===== src/rtl/note_lane.sv =====
// note_lane: one lane of the falling-note game.
// A block spawns at the top of the screen, drops SPEED rows per frame_tick_i,
// and is judged against the fixed hit bar when the player presses the button.
// Each hit grows the score bar. Reaching WIN_SCORE raises done_o and parks the lane.
// Optional feature macro: NOTE_LANE_RANDOM_GAP_EN. When it is defined, a 16-bit
// Galois LFSR stretches the spawn gap by 0..15 frames.
module note_lane #(
  parameter int SPEED      = 4,
  parameter int BLOCK_H    = 60,
  parameter int HIT_TOP    = 620,
  parameter int HIT_BOT    = 650,
  parameter int SCREEN_H   = 720,
  parameter int SPAWN_GAP  = 30,
  parameter int SCORE_STEP = 20,
  parameter int RES_BOT    = 720,
  parameter int WIN_SCORE  = 32
) (
  input  logic       clk_i,
  input  logic       rst_i,
  input  logic       frame_tick_i,
  input  logic       enable_i,
  input  logic       btn_i,
  output logic [9:0] block_top_o,
  output logic [9:0] block_bot_o,
  output logic [9:0] res_top_o,
  output logic [5:0] score_o,
  output logic       hit_pulse_o,
  output logic       miss_pulse_o,
  output logic       done_o
);

  typedef enum logic [1:0] {
    IDLE = 2'd0,
    GAP  = 2'd1,
    FALL = 2'd2
  } state_t;

  state_t      state_q, state_d;
  logic [10:0] y_pos_q, y_pos_d;
  logic [7:0]  gap_cnt_q, gap_cnt_d;
  logic [5:0]  score_q, score_d;
  logic        done_q, done_d;
  logic        btn_q;
  logic        hit_q, hit_d;
  logic        miss_q, miss_d;
  logic [9:0]  block_top_q, block_bot_q, res_top_q;

  logic        press_s;
  logic [10:0] cur_bot_raw_s, cur_bot_s;
  logic [10:0] nxt_bot_raw_s, nxt_bot_s;
  logic [10:0] y_step_s;
  logic        in_win_s;
  logic [5:0]  score_inc_s;
  logic        win_s;
  logic [7:0]  gap_len_s;
  logic [10:0] res_d_s;
  logic        enter_gap_s;

  // A press is the rising edge of the registered button level.
  assign press_s = btn_i & ~btn_q;

  // Geometry of the block at its current (pre-move) position.
  assign cur_bot_raw_s = y_pos_q + 11'(BLOCK_H);
  assign cur_bot_s     = (cur_bot_raw_s > 11'(SCREEN_H)) ? 11'(SCREEN_H) : cur_bot_raw_s;
  assign in_win_s      = (cur_bot_s > 11'(HIT_TOP)) && (y_pos_q < 11'(HIT_BOT));
  assign y_step_s      = y_pos_q + 11'(SPEED);

  // Geometry of the block at the position it will hold after this edge.
  assign nxt_bot_raw_s = y_pos_d + 11'(BLOCK_H);
  assign nxt_bot_s     = (nxt_bot_raw_s > 11'(SCREEN_H)) ? 11'(SCREEN_H) : nxt_bot_raw_s;

  // Saturating score increment and the win condition it implies.
  assign score_inc_s = (score_q == 6'(WIN_SCORE)) ? score_q : score_q + 6'd1;
  assign win_s       = (score_inc_s == 6'(WIN_SCORE));

  // Score bar top is computed wide, then truncated on the output register.
  assign res_d_s = 11'(RES_BOT) - (11'(score_d) * 11'(SCORE_STEP));

  assign enter_gap_s = (state_d == GAP) && (state_q != GAP);

`ifdef NOTE_LANE_RANDOM_GAP_EN
  logic [15:0] lfsr_q;
  logic [7:0]  gap_lim_q, gap_lim_d;

  // Galois LFSR (taps 16,14,13,11) stepped once per frame.
  always_ff @(posedge clk_i) begin
    if (rst_i) begin
      lfsr_q <= 16'hACE1;
    end else if (frame_tick_i) begin
      lfsr_q <= {1'b0, lfsr_q[15:1]} ^ (lfsr_q[0] ? 16'hB400 : 16'h0000);
    end else begin
      lfsr_q <= lfsr_q;
    end
  end

  // Gap length is sampled once, when the lane enters GAP.
  always_comb begin
    gap_lim_d = gap_lim_q;
    if (enter_gap_s) begin
      gap_lim_d = 8'(SPAWN_GAP) + {4'd0, lfsr_q[3:0]};
    end else begin
      gap_lim_d = gap_lim_q;
    end
  end

  // Latched gap length register.
  always_ff @(posedge clk_i) begin
    if (rst_i) begin
      gap_lim_q <= 8'(SPAWN_GAP);
    end else begin
      gap_lim_q <= gap_lim_d;
    end
  end

  assign gap_len_s = gap_lim_q;
`else
  assign gap_len_s = 8'(SPAWN_GAP);
`endif

  // Next-state logic: enable gating, gap counting, falling and judging.
  always_comb begin
    state_d   = state_q;
    y_pos_d   = y_pos_q;
    gap_cnt_d = gap_cnt_q;
    score_d   = score_q;
    done_d    = done_q;
    hit_d     = 1'b0;
    miss_d    = 1'b0;
    if (!enable_i) begin
      state_d   = IDLE;
      gap_cnt_d = 8'd0;
    end else begin
      case (state_q)
        IDLE: begin
          gap_cnt_d = 8'd0;
          if (!done_q) begin
            state_d = GAP;
          end else begin
            state_d = IDLE;
          end
        end
        GAP: begin
          if (frame_tick_i) begin
            if (gap_cnt_q == gap_len_s - 8'd1) begin
              state_d   = FALL;
              y_pos_d   = 11'd0;
              gap_cnt_d = 8'd0;
            end else begin
              gap_cnt_d = gap_cnt_q + 8'd1;
            end
          end else begin
            gap_cnt_d = gap_cnt_q;
          end
        end
        FALL: begin
          if (press_s) begin
            gap_cnt_d = 8'd0;
            if (in_win_s) begin
              hit_d   = 1'b1;
              score_d = score_inc_s;
              if (win_s) begin
                done_d  = 1'b1;
                state_d = IDLE;
              end else begin
                state_d = GAP;
              end
            end else begin
              miss_d  = 1'b1;
              state_d = GAP;
            end
          end else if (frame_tick_i) begin
            y_pos_d = y_step_s;
            if (y_step_s >= 11'(SCREEN_H)) begin
              miss_d    = 1'b1;
              state_d   = GAP;
              gap_cnt_d = 8'd0;
            end else begin
              state_d = FALL;
            end
          end else begin
            state_d = FALL;
          end
        end
        default: begin
          state_d   = IDLE;
          gap_cnt_d = 8'd0;
        end
      endcase
    end
  end

  // State, position, counters and registered outputs.
  always_ff @(posedge clk_i) begin
    if (rst_i) begin
      state_q     <= IDLE;
      y_pos_q     <= 11'd0;
      gap_cnt_q   <= 8'd0;
      score_q     <= 6'd0;
      done_q      <= 1'b0;
      btn_q       <= 1'b0;
      hit_q       <= 1'b0;
      miss_q      <= 1'b0;
      block_top_q <= 10'd0;
      block_bot_q <= 10'd0;
      res_top_q   <= 10'(RES_BOT);
    end else begin
      state_q     <= state_d;
      y_pos_q     <= y_pos_d;
      gap_cnt_q   <= gap_cnt_d;
      score_q     <= score_d;
      done_q      <= done_d;
      btn_q       <= btn_i;
      hit_q       <= hit_d;
      miss_q      <= miss_d;
      block_top_q <= (state_d == FALL) ? y_pos_d[9:0] : 10'd0;
      block_bot_q <= (state_d == FALL) ? nxt_bot_s[9:0] : 10'd0;
      res_top_q   <= res_d_s[9:0];
    end
  end

  assign block_top_o  = block_top_q;
  assign block_bot_o  = block_bot_q;
  assign res_top_o    = res_top_q;
  assign score_o      = score_q;
  assign hit_pulse_o  = hit_q;
  assign miss_pulse_o = miss_q;
  assign done_o       = done_q;

endmodule


===== config.mk =====
export PLATFORM = sky130hd
export DESIGN_NAME = note_lane
export DESIGN_NICKNAME = d
export VERILOG_FILES = /design/src/rtl/note_lane.sv
export SDC_FILE = /design/constraint.sdc
export NUM_CORES = 1
export LEC_CHECK = 0
export CORE_UTILIZATION = 51
export CTS_CLUSTER_SIZE = 14
export DETAILED_ROUTE_END_ITERATION = 6
export GPL_TIMING_DRIVEN = 0
export HOLD_SLACK_MARGIN = 0.06
export PLACE_DENSITY = 0.8
export SETUP_SLACK_MARGIN = 0.02
export SYNTH_ARGS = -nofsm -noshare
export SYNTH_HDL_FRONTEND = slang
export SYNTH_SLANG_ARGS = --single-unit

===== constraint.sdc =====
create_clock -name clk_i -period 4.05 [get_ports clk_i]
set_input_delay 0.81 -clock clk_i [delete_from_list [all_inputs] [get_ports clk_i]]
set_output_delay 0.81 -clock clk_i [all_outputs]
set_load 0.05 [all_outputs]

==> flow_summary.yaml <==
timing:
  slew_headroom_pct: 44.1
  setup_viol: 0
  timing.hold.ws_ns: 0.513
  post-route-period-util_pct: 99.3
  fin_ws_ns: 0.0276
  finalHoldViolations: 0
  post-route-min-period_ns: 4.02
  slew_violations: 0
  fmax_mhz: 249
  skew_ns: 0.00931
  tightest_slew_ns: 0.830
critical_path:
  startpoint: "btn_i"
  cp-end-kind: "flip-flop"
  r2r-end: "res_top_o[9]"
  cp-start-kind: "input port"
  crit_type: "input port to flip-flop"
  worst_r2r_path_depth: 18
  critPathArrivalTime_ns: 4.31
  crit_fanout: 7
  r2r-start: "y_pos_q[3]"
  rrSetupSlack_ns: 0.08
  cp.required_ns: 4.34
detailed_routing:
  wirelength_microns: 10400
  vias_per_cell: 6.15
  dr.pass1.iters: 5
  drc: 0
  via_count: 3497
  drtIter0Drc: 324
  drtAntennaViolNets: 0
  wl_per_cell_microns: 18.3
grt:
  gr-usage-all-layers_pct: 27.1
  grt.overflow.total: 0
  first_global_vias: 3261
  grt_max_degree: 12
  antenna_found_initial: 0
  grt_pass1_wl_microns: 15400
placed_design:
  numPlacedInstances: 527
  dp_hpwl_microns: 6380
  pre_cts_slack_ns: -0.693
  place_congestion: 0.883
  port_buffers: 41
clock_tree:
  path_clk_slew_ns: 0.07
  holdBufCountCts: 0
  h-tree-depth: 3
  cts_tree: "done"
  cts_made_buffers: 9
  worstSkewPairLatency_ns: 0.35
  cts_sinks: 58
  cts-root-buf: "clkbuf_8"
  cts_buffer_depth: 2
synth:
  ys_types: 77
  synth_ff_type: "dfxtp_1"
  synthSimpleGateAreaFrac_pct: 22.8
  synth_cells: 405
  netlist_area_sq_um: 3560
  seq_area_frac_synth_pct: 32.6
  ys_ff_latch: 58
  synthArstFlopShare_pct: 0
  syn_area_per_cell_sq_um: 8.79
  synth_edf_count: 0
  synth_top_family_by_area: "compound AO/OA/AOI/OAI gates"
  yosys.area_share.adder_pct: 7.94
  yosysWarningCount: 0
  muxShareOfSynthArea_pct: 1.12
  synth_compound_area_share_pct: 23.8
  yosys.area_share.xor_xnor_pct: 6.33
die:
  fp.dieH_microns: 85.5
  dieArea_sq_um: 7320
  core_area_sq_um: 6760
  row_count: 30
  start_util_pct: 52.7
  dieWidth_microns: 85.5
  ios: 44
power_and_ir_drop:
  peakVddDrop_mv: 0.192
  power.density_nw_per_um2: 245
  power_leakage_nw: 1.83
layout:
  antenna_cells: 0
  final_layout_size_suffix_gt1_share_pct: 23.7
  layout_common_cells: "55 x dfxtp_1, 53 x nor2_1, 39 x clkdlybuf4s50_1"
  syn_to_final_growth_pct: 34.6
  final_common_cell: "dfxtp_1"
  instances_no_fill: 569
  fin_nets: 511
job:
  cap_violations: 0
min_path:
  holdCritPathClass: "flip-flop to flip-flop"
  worstHoldStart: "y_pos_q[0]"
  min_path_cells: 2
  holdPathEnd: "y_pos_q[0]"
status:
  outcome: "completed"
## state kept, by name, indices dropped and copies added, names as in the netlist
register / flops
y_pos_q: 11
done_o: 1
res_top_o: 7
block_top_o: 10
state_q: 2
btn_q: 1
score_o: 6
gap_cnt_q: 8
miss_pulse_o: 1
block_bot_o: 10
hit_pulse_o: 1
## cell type report
cell class | count | area, sq um
Multi-Input combinational cell | 311 | 2510
Fill cell | 475 | 1960
Sequential cell | 58 | 1170
Timing Repair Buffer | 67 | 614
Clock buffer | 10 | 138
Buffer | 19 | 130
Tap cell | 80 | 100
Inverter | 18 | 67.6
Clock inverter | 6 | 65.1
## worst max path at each step
stage | end | slack, ns
after floorplan | res_top_o[9] | 0.03
after global placement | res_top_o[9] | -0.60
after detailed placement | res_top_o[9] | -0.69
after CTS | res_top_o[7] | 0.02
after global routing | res_top_o[9] | -0.03
final | res_top_o[9] | 0.03
## logic make-up (layout without fill, tap and decap cells)
| logic type | after synthesis | count (layout) |
|---|---|---|
| xor+xnor | 24 | 24 |
| compound gates | 101 | 101 |
| mux | 4 | 4 |
| flops | 58 | 58 |
| buf+inv | 37 | 120 |
| simple gates | 158 | 158 |
| fa+ha+maj | 22 | 22 |
| other cells | 1 | 2 |
## synth_stat cells (4+ instances only)
library cell  count  area share [%]
dfxtp_1          58              33
nor2_1           55             5.8
ha_1             21             7.4
nand2_1          21             2.2
a21oi_1          19             2.7
inv_1            18             1.9
nand3_1          14             2.0
nor2b_1          14             2.5
xnor2_1          13             3.2
o21ai_0          11             1.5
xor2_1           10             2.5
o21a_1            8             1.7
buf_2             7            0.98
nor3_1            7            0.98
nor4_1            7             1.2
a211oi_1          6             1.3
a21o_1            6             1.3
clkbuf_1          6            0.63
nand2b_1          6             1.1
nand4_1           6             1.1
and3_1            5            0.88
or3_1             5            0.88
a31oi_1           4            0.70
mux2i_1           4             1.1
## critical path, cell delays in order
cell and delay, ns:
clkdlybuf4s50_1 0.58, nand2b_4 0.12, or4_4 0.49, nor3_4 0.24
buf_4 0.17, nand3_1 0.14, o21ai_4 0.13, ha_4 0.25
fa_2 0.61, nor2b_4 0.17, o311ai_1 0.11, o21ai_1 0.26
mux2i_1 0.21
## routing by layer
metal	global-route usage, %	vias up	part of all wire, %
met5	0	-	0
met4	12.3	0	2.8
met3	7.41	33	6.7
met2	45.3	155	50
met1	32.5	1685	40
li1	-	1624	-
## per-stage QoR
| step | utilization (%) | TNS [ns] | total power [mW] | cell area [sq um] |
|---|---|---|---|---|
| floorplan | - | 0 | 0.613 | 3580 |
| global placement | 60.5 | -1.87 | 0.625 | 4090 |
| detailed placement | 60.5 | -2.53 | 0.626 | 4090 |
| CTS | 67.2 | 0 | 1.17 | 4540 |
| global route | 70.9 | -0.0320 | 1.21 | 4790 |
| finish | 70.9 | 0 | 1.17 | 4790 |
## power breakdown
group / internal, mW / leakage (nW) / switching, mW
combinational: 0.0149 / 1.26 / 0.0302
sequential: 0.571 / 0.470 / 0.00144
clock: 0.301 / 0.103 / 0.256
total: 0.887 / 1.83 / 0.287
## timing repair
action / in CTS / in global routing
setup buffers: 11 / 15
resized for setup: 30 / 29
setup endpoints to repair: 5 / 8
cloned: 0 / 0
pin swaps: 11 / 14
No activity file was read; power rests on OpenSTA's default activity.
